## src/rtl/orion_pkg.sv

```systemverilog
// Shared types and constants for the Orion game controller slice.
package orion_pkg;

  localparam int LEVEL_W = 2;
  localparam int DIGIT_W = 4;
  localparam int HIT_W   = 4;

  // Value shown on both digit displays before the first digit of a session.
  localparam logic [DIGIT_W-1:0] DISP_IDLE = 4'h0;

  typedef enum logic [2:0] {
    IDLE     = 3'd0,
    REQ      = 3'd1,
    WAIT_SEQ = 3'd2,
    PLAY     = 3'd3,
    CHECK    = 3'd4,
    GAMEOVER = 3'd5
  } state_e;

endpackage

```

## src/rtl/score_level_tracker.sv

```systemverilog
// Score, hit counter and level bookkeeping for the game controller.
// Saturates score at all-ones and level at MAX_LEVEL.
// Build option: MISS_PENALTY_EN makes a miss cost one point (floor 0) and
// clears the consecutive-hit counter; without it a miss changes nothing.
module score_level_tracker
  import orion_pkg::*;
#(
  parameter int HITS_PER_LEVEL = 4,
  parameter int MAX_LEVEL      = 3,
  parameter int SCORE_W        = 8
) (
  input  logic               clk,
  input  logic               rst,
  input  logic               clear_i,
  input  logic               hit_i,
  input  logic               miss_i,
  output logic [SCORE_W-1:0] score_o,
  output logic [HIT_W-1:0]   hit_count_o,
  output logic [LEVEL_W-1:0] game_level_o,
  output logic               level_up_o
);

  localparam logic [SCORE_W-1:0] SCORE_MAX = {SCORE_W{1'b1}};
  localparam logic [HIT_W-1:0]   HIT_LAST  = HIT_W'(HITS_PER_LEVEL - 1);
  localparam logic [LEVEL_W-1:0] LEVEL_MAX = LEVEL_W'(MAX_LEVEL);

  logic [SCORE_W-1:0] score_q, score_d;
  logic [HIT_W-1:0]   hit_count_q, hit_count_d;
  logic [LEVEL_W-1:0] level_q, level_d;

  // Level-up is combinational so the controller can register its timer
  // reload in the same edge that the new level becomes visible.
  assign level_up_o = hit_i && !clear_i && (hit_count_q == HIT_LAST);

  // Next-state bookkeeping: clear wins, then hit, then miss.
  always_comb begin
    score_d     = score_q;
    hit_count_d = hit_count_q;
    level_d     = level_q;
    if (clear_i) begin
      score_d     = '0;
      hit_count_d = '0;
      level_d     = '0;
    end else if (hit_i) begin
      if (score_q != SCORE_MAX) begin
        score_d = score_q + 1'b1;
      end
      if (hit_count_q == HIT_LAST) begin
        hit_count_d = '0;
        if (level_q != LEVEL_MAX) begin
          level_d = level_q + 1'b1;
        end
      end else begin
        hit_count_d = hit_count_q + 1'b1;
      end
    end else if (miss_i) begin
`ifdef MISS_PENALTY_EN
      if (score_q != '0) begin
        score_d = score_q - 1'b1;
      end
      hit_count_d = '0;
`else
      score_d     = score_q;
      hit_count_d = hit_count_q;
`endif
    end
  end

  // Registered score, hit count and level.
  always_ff @(posedge clk) begin
    if (rst) begin
      score_q     <= '0;
      hit_count_q <= '0;
      level_q     <= '0;
    end else begin
      score_q     <= score_d;
      hit_count_q <= hit_count_d;
      level_q     <= level_d;
    end
  end

  assign score_o      = score_q;
  assign hit_count_o  = hit_count_q;
  assign game_level_o = level_q;

endmodule

```

## src/rtl/game_controller.sv

```systemverilog
// Central game FSM of the Orion memory/reaction game.
// Requests a target digit, waits for the player's entry, scores it through
// score_level_tracker and drives the countdown timer and logout request.
// Build option: MISS_PENALTY_EN (passed through to score_level_tracker).
//
// Handshake: every interface here is a plain strobe with no back-pressure.
// seq_req, timer_reconfig and gc_logout are one-cycle pulses; seq_valid,
// enter_pulse and pulse_2s are one-cycle pulses that are acted on only in
// the state that expects them and are otherwise dropped.
module game_controller
  import orion_pkg::*;
#(
  parameter int HITS_PER_LEVEL = 4,
  parameter int MAX_LEVEL      = 3,
  parameter int SCORE_W        = 8
) (
  input  logic               clk,
  input  logic               rst,
  input  logic               logged_in,
  input  logic               enter_pulse,
  input  logic [DIGIT_W-1:0] player_digit,
  input  logic [DIGIT_W-1:0] seq_digit,
  input  logic               seq_valid,
  input  logic               timeout,
  input  logic               pulse_2s,
  output logic               seq_req,
  output logic               timer_reconfig,
  output logic               timer_enable,
  output logic [LEVEL_W-1:0] game_level,
  output logic               gc_logout,
  output logic [DIGIT_W-1:0] player_disp,
  output logic [DIGIT_W-1:0] randnum_disp,
  output logic [SCORE_W-1:0] score,
  output state_e             dbg_state,
  output logic [HIT_W-1:0]   dbg_hit_count
);

  state_e             state_q, state_d;
  logic               seq_req_q, seq_req_d;
  logic               reconfig_q, reconfig_d;
  logic               timer_en_q, timer_en_d;
  logic               logout_q, logout_d;
  logic [DIGIT_W-1:0] player_disp_q, player_disp_d;
  logic [DIGIT_W-1:0] rand_disp_q, rand_disp_d;

  logic               trk_clear;
  logic               trk_hit;
  logic               trk_miss;
  logic               trk_level_up;

  score_level_tracker #(
    .HITS_PER_LEVEL (HITS_PER_LEVEL),
    .MAX_LEVEL      (MAX_LEVEL),
    .SCORE_W        (SCORE_W)
  ) u_tracker (
    .clk          (clk),
    .rst          (rst),
    .clear_i      (trk_clear),
    .hit_i        (trk_hit),
    .miss_i       (trk_miss),
    .score_o      (score),
    .hit_count_o  (dbg_hit_count),
    .game_level_o (game_level),
    .level_up_o   (trk_level_up)
  );

  // Next-state and registered-output decode. A logout in any active state
  // beats everything else; timeout beats a same-cycle entry or check.
  always_comb begin
    state_d       = state_q;
    seq_req_d     = 1'b0;
    reconfig_d    = 1'b0;
    logout_d      = 1'b0;
    timer_en_d    = timer_en_q;
    player_disp_d = player_disp_q;
    rand_disp_d   = rand_disp_q;
    trk_clear     = 1'b0;
    trk_hit       = 1'b0;
    trk_miss      = 1'b0;

    if ((state_q != IDLE) && !logged_in) begin
      state_d    = IDLE;
      timer_en_d = 1'b0;
    end else begin
      case (state_q)
        IDLE: begin
          timer_en_d = 1'b0;
          if (logged_in) begin
            trk_clear  = 1'b1;
            reconfig_d = 1'b1;
            state_d    = REQ;
          end
        end
        REQ: begin
          seq_req_d = 1'b1;
          state_d   = WAIT_SEQ;
        end
        WAIT_SEQ: begin
          if (timeout) begin
            timer_en_d = 1'b0;
            state_d    = GAMEOVER;
          end else if (seq_valid) begin
            rand_disp_d = seq_digit;
            timer_en_d  = 1'b1;
            state_d     = PLAY;
          end
        end
        PLAY: begin
          timer_en_d = 1'b1;
          if (timeout) begin
            timer_en_d = 1'b0;
            state_d    = GAMEOVER;
          end else if (enter_pulse) begin
            player_disp_d = player_digit;
            state_d       = CHECK;
          end
        end
        CHECK: begin
          if (timeout) begin
            timer_en_d = 1'b0;
            state_d    = GAMEOVER;
          end else begin
            if (player_disp_q == rand_disp_q) begin
              trk_hit    = 1'b1;
              reconfig_d = trk_level_up;
            end else begin
              trk_miss = 1'b1;
            end
            state_d = REQ;
          end
        end
        GAMEOVER: begin
          timer_en_d = 1'b0;
          if (pulse_2s) begin
            logout_d = 1'b1;
            state_d  = IDLE;
          end
        end
        default: begin
          timer_en_d = 1'b0;
          state_d    = IDLE;
        end
      endcase
    end
  end

  // State and output registers.
  always_ff @(posedge clk) begin
    if (rst) begin
      state_q       <= IDLE;
      seq_req_q     <= 1'b0;
      reconfig_q    <= 1'b0;
      timer_en_q    <= 1'b0;
      logout_q      <= 1'b0;
      player_disp_q <= DISP_IDLE;
      rand_disp_q   <= DISP_IDLE;
    end else begin
      state_q       <= state_d;
      seq_req_q     <= seq_req_d;
      reconfig_q    <= reconfig_d;
      timer_en_q    <= timer_en_d;
      logout_q      <= logout_d;
      player_disp_q <= player_disp_d;
      rand_disp_q   <= rand_disp_d;
    end
  end

  assign seq_req        = seq_req_q;
  assign timer_reconfig = reconfig_q;
  assign timer_enable   = timer_en_q;
  assign gc_logout      = logout_q;
  assign player_disp    = player_disp_q;
  assign randnum_disp   = rand_disp_q;
  assign dbg_state      = state_q;

endmodule

```

## config.mk

```make
export PLATFORM = sky130hd
export DESIGN_NAME = game_controller
export DESIGN_NICKNAME = d
export VERILOG_FILES = /design/src/rtl/orion_pkg.sv /design/src/rtl/score_level_tracker.sv /design/src/rtl/game_controller.sv
export SDC_FILE = /design/constraint.sdc
export NUM_CORES = 1
export LEC_CHECK = 0
export ABC_AREA = 1
export CAP_MARGIN = 20
export CORE_MARGIN = 8
export CORE_UTILIZATION = 42
export DETAILED_ROUTE_END_ITERATION = 16
export GPL_TIMING_DRIVEN = 1
export MAX_ROUTING_LAYER = met4
export PLACE_DENSITY = 0.75
export SETUP_SLACK_MARGIN = 0.3
export SYNTH_ARGS = -nofsm -noshare
export SYNTH_HDL_FRONTEND = slang
export SYNTH_SLANG_ARGS = --single-unit
export TNS_END_PERCENT = 1
```

## constraint.sdc

```tcl
create_clock -name clk -period 1.5 [get_ports clk]
set_input_delay 0.3 -clock clk [delete_from_list [all_inputs] [get_ports clk]]
set_output_delay 0.3 -clock clk [all_outputs]
set_load 0.05 [all_outputs]
```

==> impl_metrics.json <==
{
  "status": "complete, no violations",
  "power.leakage_nw": 1.18,
  "period_needed_ns": 1.41,
  "grt_pass1_wl_um": 7180,
  "powerDensity_nw_per_um2": 1010,
  "min_from": "randnum_disp[0]$_SDFFE_PP0P_",
  "r2r-start": "u_tracker.score_o[0]$_SDFFE_PP0P_",
  "cts_buffers": 5,
  "cts_buffer_depth": 2,
  "r2r-end": "u_tracker.score_o[6]$_SDFFE_PP0P_",
  "dr.pass1.iters": 4,
  "min_to": "randnum_disp[0]$_SDFFE_PP0P_",
  "worstSetupStartpointType": "register",
  "grt_max_degree": 11,
  "grt_setup_unrepaired": "true",
  "pwr-share-clk_pct": 18.0,
  "syn_inst": 225,
  "yosysTopAreaCellShare_pct": 38.1,
  "hold_ws_ns": 0.507,
  "cts.sinks": 29,
  "worst_path_max_delay_cell": "dfxtp_4",
  "hpwl_um": 3170,
  "switching_share_pct": 39.4,
  "p_comb_share_pct": 48.0,
  "multi_input_area_um2": 901,
  "layout.area.seq_um2": 629,
  "pwr-share-seq_pct": 34.0,
  "fin_crit_sh_pct": 94.2,
  "synth_area_per_cell_um2": 6.77,
  "wl_um": 4410,
  "setup_viol": 0,
  "syn2layout_area_growth_pct": 80.4,
  "grt_pass1_vias": 1722,
  "path_clk_slew_ns": 0.09,
  "clock_skew_ns": 0.0138,
  "internal_power_mw": 1.68,
  "num_antenna_cells": 0,
  "postRouteAntennaNets": 0,
  "ioPinCount": 44,
  "slew_headroom_pct": 78.9,
  "synthTopCellsByCount": "nand2_1, inv_1, dfxtp_1",
  "ys_types": 19,
  "yosys_warnings": 0,
  "synth_top_area_cell": "dfxtp_1",
  "crit_start": "u_tracker.score_o[0]$_SDFFE_PP0P_",
  "crit_arrival_ns": 1.67,
  "worstSetupEndpointType": "register",
  "grt_usage_pct": 15.2,
  "slew_violations": 0,
  "net-switching-power_mw": 1.09,
  "cts_tree": "yes",
  "initial_core_util_pct": 42.6,
  "worstSetupPathType": "register to register",
  "required_ns": 1.76,
  "core_um2": 3580,
  "synth_seq_area_share_pct": 38.1,
  "cts_max_level": 2,
  "row_count": 22,
  "ff2ff_path_depth": 8,
  "syn-num-nets": 243,
  "synth_edf_count": 0,
  "drive_above_1_share_pct": 36.2,
  "ys_top_cells_by_area": "dfxtp_1, nand2_1, a21oi_1, inv_1, nor2_1",
  "dr_total_vias": 1753,
  "place.gp.congestion": 0.841,
  "hold_path_depth": 2,
  "insertion_delay_ns": 0.33,
  "io_buffer_count": 43,
  "fin_cells": 357,
  "drc": 0,
  "cts-root-buf": "clkbuf_4",
  "cp_slowest_stage_delay_ns": 0.37,
  "die_y_um": 76.2,
  "netlist_area_um2": 1520,
  "synth-seq-cells": 29,
  "cp_max_fo": 5,
  "fp.dieW_um": 76.2,
  "drt-initial-drc-count": 111,
  "crit_chain": "ha_4 -> nand2_2 -> nor3b_4 -> nand3_4 -> buf_6 -> nand4_1 -> nand2_1 -> nor2_1",
  "reg2reg_setup_slack_ns": 0.09,
  "dp.cells": 340,
  "wl_per_cell_um": 12.4,
  "fillers": 239,
  "overflow": 0,
  "antenna_found_initial": 0,
  "die_area_um2": 5810,
  "async_flop_share_pct": 0,
  "routed_via_density": 4.91,
  "yosysMostFrequentCell": "nand2_1",
  "hold_viol": 0,
  "worst_pin_slew_ns": 0.316,
  "peakVddDrop_mv": 1.15,
  "ys.flop_type": "dfxtp_1",
  "nets": 326,
  "maxCapViolations": 0,
  "max_freq_mhz": 707,
  "worstHoldPathType": "register to register"
}
-- worst max path at each step --
stage | endpoint | slack (ns) | depth (start not counted)
2_1_floorplan | u_tracker.score_o[7]$_SDFFE_PP0P_ | 0.004 | 7
3_3_place_gp | randnum_disp[1]$_SDFFE_PP0P_ | -0.23 | 5
3_5_place_dp | randnum_disp[1]$_SDFFE_PP0P_ | -0.26 | 5
4_1_cts | u_tracker.score_o[6]$_SDFFE_PP0P_ | 0.11 | 8
5_1_grt | u_tracker.score_o[4]$_SDFFE_PP0P_ | -0.05 | 8
6_report | u_tracker.score_o[6]$_SDFFE_PP0P_ | 0.09 | 8
-- state kept, by name, summed over array words and instances (netlist names) --
name                    flops
u_tracker.score_o           8
player_disp                 4
randnum_disp                4
u_tracker.hit_count_o       4
dbg_state                   3
u_tracker.game_level_o      2
gc_logout                   1
seq_req                     1
timer_enable                1
timer_reconfig              1
-- metal layers --
metal	part of all wire, %	track usage (%)	up-vias
li1	-	-	900
met1	42	15.4	790
met2	51	25.9	56
met3	5.6	4.72	7
met4	1.6	7.50	0
met5	0	-	-
-- kinds of logic (layout without fill, tap and decap cells) --
group | after synthesis | in the layout | share of synthesized area, %
buf+inv | 35 | 117 | 9.61
flops | 29 | 29 | 38.1
compound gates | 37 | 37 | 12.2
xor+xnor | 5 | 5 | 2.88
fa+ha+maj | 3 | 3 | 2.47
simple gates | 116 | 118 | 34.8
-- metrics by stage --
| step | setup TNS [ns] | total power [mW] | cell area, µm² | setup WS [ns] | util, % |
|---|---|---|---|---|---|
| after floorplan | 0 | 1.61 | 1560 | 0.00355 | - |
| after global placement | -3.88 | 2.16 | 2520 | -0.226 | 70.3 |
| after detailed placement | -4.82 | 2.18 | 2520 | -0.257 | 70.3 |
| after CTS | 0 | 2.73 | 2650 | 0.107 | 73.9 |
| after global routing | -0.186 | 2.92 | 2750 | -0.0475 | 76.8 |
| final | 0 | 2.77 | 2750 | 0.0864 | 76.8 |
-- critical path, delay by kind of cell (launching register included) --
kind | cells | cell delay (ns)
AND/OR/NAND/NOR | 6 | 0.68
flip-flops | 1 | 0.37
buffers and inverters | 1 | 0.16
adder cells (fa/ha/maj) | 1 | 0.13
-- cells in the final DEF (no fill, tap or decap) --
cell             netlist  layout
dlymetal6s2s_1         0       1
nor3_1                 5       4
nand3_4                0       1
nand3_2                1       2
dfxtp_1               29      12
a21oi_1               24      24
nor2_2                 1       5
nand2_2                4       8
clkdlybuf4s50_1        0      13
buf_6                  2       1
nand3b_1               2       2
inv_1                 32      31
dfxtp_2                0       6
clkbuf_8               0       1
clkinv_1               1       1
nand2_1               54      48
nor2_4                 3       5
buf_12                 0      29
dfxtp_4                0      11
ha_1                   3       2
o21ai_0               13      12
clkbuf_1               0       2
o21ai_1                0       1
clkbuf_4               0       5
xor2_1                 5       5
inv_2                  0       1
nand3_1               14      12
nand2_4                0       2
nor3b_4                0       1
ha_4                   0       1
nor2_1                26      22
nor3_4                 0       1
nand4_1                5       5
buf_4                  0      32
-- what timing repair did --
item / CTS / global route
setup endpoints to repair: 45 / 47
hold buffers: 0 / 0
gates cloned: 1 / 1
gates resized for setup: 13 / 19
pin swaps: 7 / 7
buffers inserted: 2 / 5
-- layout make-up --
type                       instances  share of cell area [%]
clock buffer                       8                    2.14
inverter                          33                    4.51
multi-input combinational        163                    32.8
sequential                        29                    22.9
tap                               48                    2.19
timing repair buffer              76                    35.5
-- power groups by stage --
stage / Clock (mW) / Sequential [mW] / Combinational [mW]
global route: 0.542 / 0.952 / 1.42
global placement: 0 / 0.964 / 1.20
floorplan: 0 / 1.17 / 0.439
detailed placement: 0 / 0.965 / 1.22
finish: 0.499 / 0.941 / 1.33
CTS: 0.509 / 0.957 / 1.26
(Power assumes the default switching activity.)
